--- src/rtl/fetch_pc_fd_reg_if.sv ---
// -----------------------------------------------------------------------------
// fetch_pc_fd_reg_if
//   Bundles the signals between the fetch stage and the rest of the core:
//   - next-PC logic
//   - hazard unit
//   - instruction memory
//   - decode stage
//
// Parameter
//   CNT_W        : width of the stall-cycle counter. It must match the
//                  fetch_pc_fd_reg instance that uses this interface.
//
// Signals (direction as seen from the fetch stage, the slave side)
//   stall        in   hazard-unit stall, freezes PC and F/D
//   fd_clear     in   bubble request, loads a nop into F/D
//   F_nextPC     in   next fetch address from the next-PC logic
//   i_inst_rdata in   instruction word for i_inst_addr (asynchronous IM)
//   F_PC         out  current fetch PC
//   i_inst_addr  out  IM address, equal to F_PC
//   D_instr      out  instruction held in D
//   D_PC         out  PC of D_instr
//   D_valid      out  D_instr is a fetched instruction, not a bubble
//   stall_cnt    out  saturating count of stalled cycles
//   fetch_err    out  illegal-fetch flag (0 unless address checking is built)
// -----------------------------------------------------------------------------
interface fetch_pc_fd_reg_if #(
   parameter int CNT_W = 16
);
   logic             stall;
   logic             fd_clear;
   logic [31:0]      F_nextPC;
   logic [31:0]      i_inst_rdata;
   logic [31:0]      F_PC;
   logic [31:0]      i_inst_addr;
   logic [31:0]      D_instr;
   logic [31:0]      D_PC;
   logic             D_valid;
   logic [CNT_W-1:0] stall_cnt;
   logic             fetch_err;

   // Core side: drives the controls, the next PC and the IM data.
   modport master (
      output stall, fd_clear, F_nextPC, i_inst_rdata,
      input  F_PC, i_inst_addr, D_instr, D_PC, D_valid, stall_cnt, fetch_err
   );

   // Fetch stage side.
   modport slave (
      input  stall, fd_clear, F_nextPC, i_inst_rdata,
      output F_PC, i_inst_addr, D_instr, D_PC, D_valid, stall_cnt, fetch_err
   );
endinterface

--- src/rtl/fetch_pc_fd_reg.sv ---
// -----------------------------------------------------------------------------
// fetch_pc_fd_reg
//   This module holds the F-stage PC register and the F/D pipeline register
//   of the 5-stage MIPS core. It drives the instruction-memory address
//   combinationally from the PC. On each unstalled edge it latches the
//   returned word and its PC into D.
//
//   While the core is stalled, a saturating counter counts the stalled
//   cycles for performance debug.
//
// Parameters
//   PC_RESET : F_PC value after reset (text segment base)
//   CNT_W    : stall counter width
//
// Ports
//   clk      in   system clock, rising edge
//   reset    in   asynchronous active-high reset
//   bus      slave modport of fetch_pc_fd_reg_if (see that file)
//
// Build option
//   FETCH_ADDR_CHECK_EN
//     When this macro is defined, a fetch from a misaligned PC or from a PC
//     outside 0x3000..0x6FFC is turned into a bubble, and fetch_err is set.
//     When it is not defined, fetch_err is tied to 0.
// -----------------------------------------------------------------------------
module fetch_pc_fd_reg #(
   parameter logic [31:0] PC_RESET = 32'h0000_3000,
   parameter int          CNT_W    = 16
) (
   input  logic              clk,
   input  logic              reset,
   fetch_pc_fd_reg_if.slave  bus
);

   logic [31:0]      r_pc;
   logic [31:0]      r_d_instr;
   logic [31:0]      r_d_pc;
   logic             r_d_valid;
   logic [CNT_W-1:0] r_stall_cnt;
   logic             w_fetch_illegal;

`ifdef FETCH_ADDR_CHECK_EN
   logic             r_fetch_err;

   // The check looks at the PC being fetched now, which is the word that
   // would be captured into D on this edge.
   assign w_fetch_illegal = (r_pc[1:0] != 2'b00) ||
                            (r_pc < 32'h0000_3000) ||
                            (r_pc > 32'h0000_6FFC);

   always_ff @(posedge clk or posedge reset) begin
      if (reset) begin
         r_fetch_err <= 1'b0;
      end else if (!bus.stall) begin
         // A cleared edge never reports an error, even if the PC is bad.
         r_fetch_err <= !bus.fd_clear && w_fetch_illegal;
      end
   end

   assign bus.fetch_err = r_fetch_err;
`else
   assign w_fetch_illegal = 1'b0;
   assign bus.fetch_err   = 1'b0;
`endif

   // PC and F/D register. Stall wins over clear, and clear wins over a
   // normal load. D_PC follows F_PC even for bubbles, so that a later
   // exception still has a PC to report.
   always_ff @(posedge clk or posedge reset) begin
      if (reset) begin
         r_pc      <= PC_RESET;
         r_d_instr <= 32'h0;
         r_d_pc    <= 32'h0;
         r_d_valid <= 1'b0;
      end else if (!bus.stall) begin
         // The next PC is stored exactly as given, including bits [1:0].
         r_pc   <= bus.F_nextPC;
         r_d_pc <= r_pc;
         if (bus.fd_clear || w_fetch_illegal) begin
            r_d_instr <= 32'h0;
            r_d_valid <= 1'b0;
         end else begin
            r_d_instr <= bus.i_inst_rdata;
            r_d_valid <= 1'b1;
         end
      end
   end

   // The stall counter counts every stalled edge and stops at all-ones.
   always_ff @(posedge clk or posedge reset) begin
      if (reset) begin
         r_stall_cnt <= '0;
      end else if (bus.stall && (r_stall_cnt != {CNT_W{1'b1}})) begin
         r_stall_cnt <= r_stall_cnt + 1'b1;
      end
   end

   assign bus.F_PC        = r_pc;
   assign bus.i_inst_addr = r_pc;   // IM is asynchronous-read: no extra stage
   assign bus.D_instr     = r_d_instr;
   assign bus.D_PC        = r_d_pc;
   assign bus.D_valid     = r_d_valid;
   assign bus.stall_cnt   = r_stall_cnt;

endmodule
--- src/flat_wrapper.sv ---
// flat-port wrapper written by rule: the top's interface ports become plain ports
module fetch_pc_fd_reg_flat 
#(
   parameter logic [31:0] PC_RESET = 32'h0000_3000,
   parameter int          CNT_W    = 16
)
  (clk, reset, bus_stall, bus_fd_clear, bus_F_nextPC, bus_i_inst_rdata, bus_F_PC, bus_i_inst_addr, bus_D_instr, bus_D_PC, bus_D_valid, bus_stall_cnt, bus_fetch_err);
  fetch_pc_fd_reg_if #(.CNT_W(CNT_W)) bus_i ();
  input  logic clk;
  input  logic reset;
  input wire logic [$bits(bus_i.stall)-1:0] bus_stall;
  input wire logic [$bits(bus_i.fd_clear)-1:0] bus_fd_clear;
  input wire logic [$bits(bus_i.F_nextPC)-1:0] bus_F_nextPC;
  input wire logic [$bits(bus_i.i_inst_rdata)-1:0] bus_i_inst_rdata;
  output wire logic [$bits(bus_i.F_PC)-1:0] bus_F_PC;
  output wire logic [$bits(bus_i.i_inst_addr)-1:0] bus_i_inst_addr;
  output wire logic [$bits(bus_i.D_instr)-1:0] bus_D_instr;
  output wire logic [$bits(bus_i.D_PC)-1:0] bus_D_PC;
  output wire logic [$bits(bus_i.D_valid)-1:0] bus_D_valid;
  output wire logic [$bits(bus_i.stall_cnt)-1:0] bus_stall_cnt;
  output wire logic [$bits(bus_i.fetch_err)-1:0] bus_fetch_err;
  assign bus_i.stall = bus_stall;
  assign bus_i.fd_clear = bus_fd_clear;
  assign bus_i.F_nextPC = bus_F_nextPC;
  assign bus_i.i_inst_rdata = bus_i_inst_rdata;
  assign bus_F_PC = bus_i.F_PC;
  assign bus_i_inst_addr = bus_i.i_inst_addr;
  assign bus_D_instr = bus_i.D_instr;
  assign bus_D_PC = bus_i.D_PC;
  assign bus_D_valid = bus_i.D_valid;
  assign bus_stall_cnt = bus_i.stall_cnt;
  assign bus_fetch_err = bus_i.fetch_err;
  fetch_pc_fd_reg #(.PC_RESET(PC_RESET), .CNT_W(CNT_W)) u_core (.clk(clk), .reset(reset), .bus(bus_i));
endmodule
--- config.mk ---
export PLATFORM = sky130hd
export DESIGN_NAME = fetch_pc_fd_reg_flat
export DESIGN_NICKNAME = d
export VERILOG_FILES = /design/src/rtl/fetch_pc_fd_reg_if.sv /design/src/rtl/fetch_pc_fd_reg.sv /design/src/flat_wrapper.sv
export SDC_FILE = /design/constraint.sdc
export NUM_CORES = 1
export LEC_CHECK = 0
export CAP_MARGIN = 10
export CORE_MARGIN = 8
export CORE_UTILIZATION = 37
export DETAILED_ROUTE_END_ITERATION = 16
export GPL_ROUTABILITY_DRIVEN = 0
export GPL_TIMING_DRIVEN = 0
export PLACE_DENSITY = 0.76
export SKIP_CTS_REPAIR_TIMING = 1
export SLEW_MARGIN = 20
export SYNTH_ARGS = -nofsm -noshare
export SYNTH_HDL_FRONTEND = slang
export SYNTH_SLANG_ARGS = --single-unit
export TNS_END_PERCENT = 20
--- constraint.sdc ---
create_clock -name clk -period 3.7 [get_ports clk]
set_input_delay 0.555 -clock clk [delete_from_list [all_inputs] [get_ports clk]]
set_output_delay 0.555 -clock clk [all_outputs]
set_load 0.01 [all_outputs]
==> After elaboration in Yosys (flattened, before gate mapping) <==
Index checks and enable logic that the tools add are counted.
{ "totals": {"reg_bits": 113, "inputBits": 68, "elab_cells": 10, "output_inout_bits": 146} }
{ "op_classes": {"reduce_logical": 1, "addsub": 1, "eq_ne": 1, "mux": 2} }
{ "ops": {"columns": ["cell", "count"], "rows": [
  ["$mux 32", 1],
  ["$add 16x1->16 const B", 1],
  ["$ne 16x16->1 const B", 1],
  ["$logic_and 1x1->1", 1],
  ["$mux 1", 1]
]} }

==> Depth between registers and ports, before layout <==
Gate-level depths: netlist of run 1.
{ "logic_depth": {"depth_word": 2, "depth_mapped": 6, "mapped_depth_nobuf": 5} }

==> Least setup slack after synthesis of run 1 <==
OpenSTA, ideal clock, no wires.
{ "synth_path": {"kind": "flip-flop to flip-flop", "startpoint": "register u_core.r_stall_cnt[0], in the netlist u_core.bus.stall_cnt[0]", "endpoint": "register u_core.r_stall_cnt[1], in the netlist u_core.bus.stall_cnt[1]", "t_required_ps": 3575, "setup_slack_ps": 1926, "path_stages_with_launch": 5, "synth_period_minus_slack_ps": 1774, "arrival_ps": 1649, "n_path_buf": 0, "setup_ps": 125, "path_cell_list": "dfrtp_1 -> ha_1 -> nand4_1 -> o41a_1 -> mux2_4"} }
{ "synth_via": {"elab_chain_cells": 2} }
{ "synth_rtl": {"columns": ["item", "line_no", "rtl"], "rows": [
  ["from (decl)", "fetch_pc_fd_reg.sv:39", "logic [CNT_W-1:0] r_stall_cnt;"],
  ["from (signal assigned)", "fetch_pc_fd_reg.sv:94", "r_stall_cnt <= r_stall_cnt + 1'b1;"],
  ["branches (longest 2 deep; another with $add 16x1->16)", null, null]
]} }
Several ways; the timed one is not identified.
A chain may end at the register's enable or synchronous reset.

==> Worst setup path after layout of run 1 <==
{ "layout_path": {"startpoint": "register u_core.r_pc[13], in the netlist u_core.bus.F_PC[13]", "endpoint": "output bus_i_inst_addr[13]"} }
{ "layout_lines": {"columns": ["item", "line_no", "rtl"], "rows": [
  ["from (decl)", "fetch_pc_fd_reg.sv:35", "logic [31:0] r_pc;"],
  ["from (signal assigned)", "fetch_pc_fd_reg.sv:77", "r_pc <= bus.F_nextPC;"],
  ["to (decl)", "flat_wrapper.sv:16", "output wire logic [$bits(bus_i.i_inst_addr)-1:0] bus_i_inst_addr;"]
]} }
No word-level cell between the ends.

==> run summary, run 1 <==
Outcome -> complete, no violations
First-pass DRT Iterations -> 4
Power consumption -> 3960 uW
Max-slew violation count -> 0
Synth Area in Compound Gates -> 7.39%
Routed wire length -> 13.0 mm
Unrepaired setup endpoints after global routing -> no
Int Pwr -> 2970 uW
Worst Setup Path Type -> flop to output port
Area share of fa/ha/maj cells after synthesis -> 0.275%
Reg area -> 2830 um2
Fillers -> 962
Pin count of the biggest net entering global routing -> 67
Comb pwr share -> 22.4%
All-Layer GR Usage -> 16.3%
Crit path arrival time -> 1580 ps
Setup TNS -> 0 ps
Latest clock arrival within the worst-skew pair -> 400 ps
Largest cells by area after synthesis -> dfrtp_1 61%, mux2_2 16%, a22o_1 6.0%
Synth unique cells -> 33
Fmax -> 468 MHz
Die span in y -> 127 um
Largest family of logic cells by synthesized area -> multiplexers
Final period util -> 57.8%
Post-synthesis register bit count -> 113
Nets -> 620
First-pass GRT wire length -> 20.5 mm
Max-slew headroom -> 56.0%
CP Launch Type -> flop
Layout cells sized above 1 -> 24.7%
Flop2flop setup slack -> 1750 ps
Most common cell after layout, fill and taps aside -> clkdlybuf4s50_1
Final Util -> 62.1%
Initial antenna violation count -> 0
Full die area -> 16100 um2
Core area -> 12000 um2
Initial drt markers -> 158
Hold path start -> u_core.bus.D_valid
Mux cell area share after synthesis -> 16.4%
Synth Warn # -> 0
Crit path buf inv count -> 2
Post-Synth XOR/XNOR Area -> 2.12%
GR Overflow Total -> 0
Vias in the first global route -> 3640
Port Buffers -> 212
R2R Path End -> u_core.bus.stall_cnt[1]
EDFF count, synth -> 0
Pwr Density -> 531 nW/um2
Sw power -> 990 uW
Crit path required time -> 3140 ps
Slowest CP cell -> dfstp_2
CTS Buffer Depth -> 2
Post-place setup slack -> 1150 ps
Synth top area share -> 61.0%
Worst hold path type -> flop to flop
Most frequent cells in the layout -> 212 x clkdlybuf4s50_1, 111 x dfrtp_1, 65 x mux2_2
CTS tree -> yes
DP Wirelength -> 9.96 mm
Num ports -> 214
Worst Hold Path Cells -> 1
Clock power share -> 38.7%
VDD IR-drop max -> 0.295 mV
Critical path endpoint category -> output port
Detail Route Antenna Nets -> 0
Hold_ws -> 476 ps
Flop pwr share -> 38.9%
Ys async rst share -> 100%
Synthesized instance count -> 319
Leakage Power -> 0.00322 uW
Clock Tree Root -> clkbuf_16
Drt wl/cell -> 18.4 um
Site row count -> 40
Worst Max-Slew Pin Slew -> 659 ps
Residual DRC -> 0
Hold Vio Cnt, Final -> 0
# clock sinks -> 113
Max Fanout on Critical Path -> 4
Hold path endpoint -> u_core.bus.D_valid
Final setup viols -> 0
Depth of the CTS H-tree -> 4
N_diodes -> 0
CP max stage delay -> 550 ps
Mapped Nets -> 388
Reg2reg path depth -> 4
Tmin final -> 2140 ps
Routed vias -> 3459
CP delay by family, top -> buffers and inverters
Sequential-to-total area share from yosys stat -> 62.2%
Clk slew on worst S/H paths -> 50 ps
Multi-input combinational cell area -> 1410 um2
Layout area overhead -> 63.9%
Post-DR vias/cell -> 4.87
RR Startpoint -> u_core.bus.stall_cnt[0]
Sw Share -> 25.0%
Die Wd -> 127 um
Total CTS buffers -> 17
Post-Synth Simple-Gate Area -> 4.64%
Final setup skew -> 4.41 ps
Leading area contributor after synthesis -> dfrtp_1
Ys flop type -> dfrtp_1
CP cell instances -> buf_4 -> clkdlybuf4s50_1
Max Cap Viol -> 0
Synth Area per Inst -> 14.3 um2
Initial core utilization -> 37.9%
Cell Area, Synth -> 4550 um2
Setup ws final -> 1560 ps
[routing by layer]
metal / wire length (um) / part of all wire [%] / GRT usage (%)
met1: 4860 / 37 / 17.7
met4: 147 / 1.1 / 5.81
met5: 0 / 0 / 0
met3: 1270 / 9.8 / 7.46
met2: 6750 / 52 / 27.4
[worst max path at each step]
stage | slack [ps] | cells past startpoint | startpoint | to
detailed placement | 1150 | 4 | bus_stall | u_core.bus.D_PC[0]
global route | 1480 | 4 | bus_stall | u_core.bus.F_PC[0]
CTS | 1530 | 2 | u_core.bus.F_PC[12] | bus_i_inst_addr[12]
finish | 1560 | 2 | u_core.bus.F_PC[13] | bus_i_inst_addr[13]
floorplan | 160 | 1 | reset | u_core.bus.D_PC[0]
global placement | -1430 | 2 | reset | u_core.bus.D_instr[18]
[final cells by class]
class                   instances  area share (%)
multi-input cells             157            18.9
clock inverters                 5           0.671
well taps                     147            2.47
plain buffers                  48            4.18
flip-flops and latches        113            37.9
repair buffers                213            28.8
clock buffers                  26            6.96
inverters                       1           0.117
[power by group through the flow]
stage | Sequential (uW) | Clock, uW | Combinational [uW]
after floorplan | 1600 | 0 | 298
after global placement | 1540 | 0 | 882
after detailed placement | 1560 | 0 | 900
after CTS | 1540 | 1570 | 905
after global routing | 1560 | 1630 | 949
final | 1540 | 1530 | 887
[logic make-up after synthesis]
| family | Yosys count |
|---|---|
| compound gates | 40 |
| xor+xnor | 11 |
| fa+ha+maj | 1 |
| buf+inv | 49 |
| flops | 113 |
| mux | 66 |
| other cells | 1 |
| simple gates | 38 |
[flip-flops by register name, summed over array words and instances (netlist names)]
signal and count:
u_core.bus.D_PC 32, u_core.bus.D_instr 32, u_core.bus.F_PC 32, u_core.bus.stall_cnt 16
u_core.bus.D_valid 1
[worst register-to-register path, delay by kind of cell, from the launching register on]
family / cells / cell delay, ps
simple gates: 1 / 250
fa+ha+maj: 1 / 320
flops: 1 / 470
compound gates: 1 / 480
mux: 1 / 330
[metrics by stage]
stage          instance area [um2]  cells
5_1_grt                       7460    710
2_1_floorplan                 4550    319
6_report                      7460    710
3_3_place_gp                  6860    678
4_1_cts                       7460    710
3_5_place_dp                  6890    679
[Yosys cell counts (3+ instances only)]
| master | n |
|---|---|
| a22o_1 | 31 |
| nand3_1 | 5 |
| clkbuf_1 | 7 |
| mux2_2 | 65 |
| buf_4 | 33 |
| dfrtp_1 | 111 |
| nor2_1 | 4 |
| and3_1 | 3 |
| nand4_1 | 7 |
| buf_2 | 6 |
| xor2_1 | 4 |
| nor3_1 | 4 |
| nand2_1 | 7 |
| xnor2_1 | 7 |
No activity file was read; power rests on OpenSTA's default activity.
==> run 2: changes to the inputs <==
clock period = 1.9 ns   (was 3.7 ns; I/O delays follow)
==> run 2 against run 1 <==
Clock-buffer cell count is 6 lower. Global-route usage is 0.53 points higher. Worst setup slack worse by 1500 ps. Clock power is 130% higher. Critical path type is now input pin to flop.
==> run summary, run 2 (same netlist as run 1, synthesis figures left out) <==
Pwr Density -> 1090 nW/um2 (was 531 nW/um2)
Final setup viols -> 0 (unchanged)
All-Layer GR Usage -> 16.8% (was 16.3%)
Die span in y -> 127 um (unchanged)
Setup TNS -> 0 ps (unchanged)
Leakage Power -> 0.00328 uW (was 0.00322 uW)
CTS tree -> yes (unchanged)
Critical path endpoint category -> flop (was output port)
Comb pwr share -> 21.3% (was 22.4%)
Nets -> 625 (was 620)
Full die area -> 16100 um2 (unchanged)
VDD IR-drop max -> 0.544 mV (was 0.295 mV)
Unrepaired setup endpoints after global routing -> yes (was no)
Flop2flop setup slack -> 70 ps (was 1750 ps)
Routed vias -> 3492 (was 3459)
RR Startpoint -> u_core.bus.stall_cnt[0] (unchanged)
R2R Path End -> u_core.bus.stall_cnt[1] (unchanged)
Clock Tree Root -> clkbuf_16 (unchanged)
Layout area overhead -> 67.6% (was 63.9%)
First-pass GRT wire length -> 21.3 mm (was 20.5 mm)
Tmin final -> 1840 ps
Residual DRC -> 0 (unchanged)
Layout cells sized above 1 -> 26.9% (was 24.7%)
Max-slew headroom -> 52.1% (was 56.0%)
DP Wirelength -> 10.3 mm (was 9.96 mm)
Crit path required time -> 2180 ps (was 3140 ps)
Cell Area, Placed -> 6930 um2 (was 6890 um2)
Worst hold path type -> input pin to asynchronous set/reset pin (was flop to flop)
Clock power share -> 42.4% (was 38.7%)
Pin count of the biggest net entering global routing -> 34 (was 67)
Num ports -> 214 (unchanged)
Final setup skew -> 5.18 ps (was 4.41 ps)
Reg2reg path depth -> 4 (unchanged)
N_diodes -> 0 (unchanged)
Max Cap Viol -> 0 (unchanged)
Fillers -> 935 (was 962)
Hold_ws -> 347 ps (was 476 ps)
First-pass DRT Iterations -> 4 (unchanged)
# clock sinks -> 113 (unchanged)
Max Fanout on Critical Path -> 10 (was 4)
Site row count -> 40 (unchanged)
Int Pwr -> 6230 uW (was 2970 uW)
Post-DR vias/cell -> 4.88 (was 4.87)
Outcome -> complete, no violations (unchanged)
Detail Route Antenna Nets -> 0 (unchanged)
Depth of the CTS H-tree -> 4 (unchanged)
Worst Max-Slew Pin Slew -> 716 ps (was 659 ps)
Vias in the first global route -> 3838 (was 3640)
Total CTS buffers -> 17 (unchanged)
Clk slew on worst S/H paths -> 50 ps (about the same)
Initial antenna violation count -> 0 (unchanged)
Flop pwr share -> 36.3% (was 38.9%)
Crit path arrival time -> 2120 ps (was 1580 ps)
Port Buffers -> 212 (unchanged)
Most frequent cells in the layout -> 210 x clkdlybuf4s50_1, 109 x dfrtp_1, 65 x mux2_2 (was 212 x clkdlybuf4s50_1, 111 x dfrtp_1, 65 x mux2_2)
Initial core utilization -> 37.9% (unchanged)
CP Launch Type -> input pin (was flop)
Initial drt markers -> 184 (was 158)
Latest clock arrival within the worst-skew pair -> 400 ps (about the same)
Fmax -> 543 MHz
Worst Setup Path Type -> input pin to flop (was flop to output port)
Most common cell after layout, fill and taps aside -> clkdlybuf4s50_1 (unchanged)
Sw Share -> 24.9% (was 25.0%)
Final period util -> 96.9%
Max-slew violation count -> 0 (unchanged)
Sw power -> 2060 uW (was 990 uW)
GR Overflow Total -> 0 (unchanged)
Post-layout instance area -> 7630 um2 (was 7460 um2)
Drt wl/cell -> 19.0 um (was 18.4 um)
CTS Buffer Depth -> 2 (unchanged)
Routed wire length -> 13.6 mm (was 13.0 mm)
Die Wd -> 127 um (unchanged)
Core area -> 12000 um2 (unchanged)
Hold Vio Cnt, Final -> 0 (unchanged)
-- run 2: cell types whose count changed in the layout (fill, tap and decap cells not counted), sizes merged --
cell / before / now
buf: 42 / 49
clkbuf: 33 / 27
bufinv: 1 / 5
clkdlybuf4s50: 212 / 210
clkinv: 4 / 6
clkinvlp: 0 / 2
inv: 1 / 0
-- run 2: final cells by class --
cell class                      instances  area [um2]  area share [%]
Buffer                                 48         312            4.08
Clock buffer                           20         457            5.98
Clock inverter                         12         206            2.71
Inverter                                1        7.51          0.0984
Multi-Input combinational cell        157        1430            18.7
Sequential cell                       113        2830            37.1
Tap cell                              147         184            2.41
Timing Repair Buffer                  218        2210            28.9
-- run 2: worst max-delay path by stage --
| stage | start | end | slack, ps | depth (start not counted) |
|---|---|---|---|---|
| finish | bus_stall | u_core.bus.F_PC[11] | 60 | 4 |
| global route | bus_stall | u_core.bus.F_PC[5] | -60 | 4 |
| CTS | u_core.bus.stall_cnt[0] | u_core.bus.stall_cnt[1] | -110 | 4 |
| detailed placement | bus_stall | u_core.bus.F_PC[11] | -370 | 4 |
| global placement | reset | u_core.bus.D_instr[17] | -770 | 2 |
| floorplan | u_core.bus.stall_cnt[0] | u_core.bus.stall_cnt[1] | 130 | 4 |
-- run 2: power by group through the flow --
stage          clock network, uW  logic [uW]  registers, uW
5_1_grt                     3700        1890           3060
3_3_place_gp                   0        1720           3000
2_1_floorplan                  0         581           3110
4_1_cts                     3580        1780           2990
6_report                    3520        1770           3010
3_5_place_dp                   0        1770           3030
-- run 2: layer usage --
layer | share of wire [%] | GRT usage, % | wire length (um)
met4 | 1.5 | 6.02 | 206
met3 | 9.0 | 7.62 | 1220
met1 | 39 | 18.2 | 5310
met5 | 0 | 0 | 0
met2 | 51 | 28.5 | 6900
-- run 2: stage by stage --
stage / worst slack [ps] / std cells / total power, uW / util [%]
after floorplan: 126 / 319 / 3690 / -
after global placement: -772 / 678 / 4720 / 57.1
final: 59.5 / 716 / 8300 / 63.5
after global routing: -58.8 / 716 / 8640 / 63.5
after detailed placement: -368 / 681 / 4800 / 57.7
after CTS: -112 / 713 / 8350 / 63.2
-- run 2: worst max-delay path, cell delays in order --
cell and delay, ps:
clkdlybuf4s50_1 570, clkbuf_1 500, buf_2 390, mux2_2 380
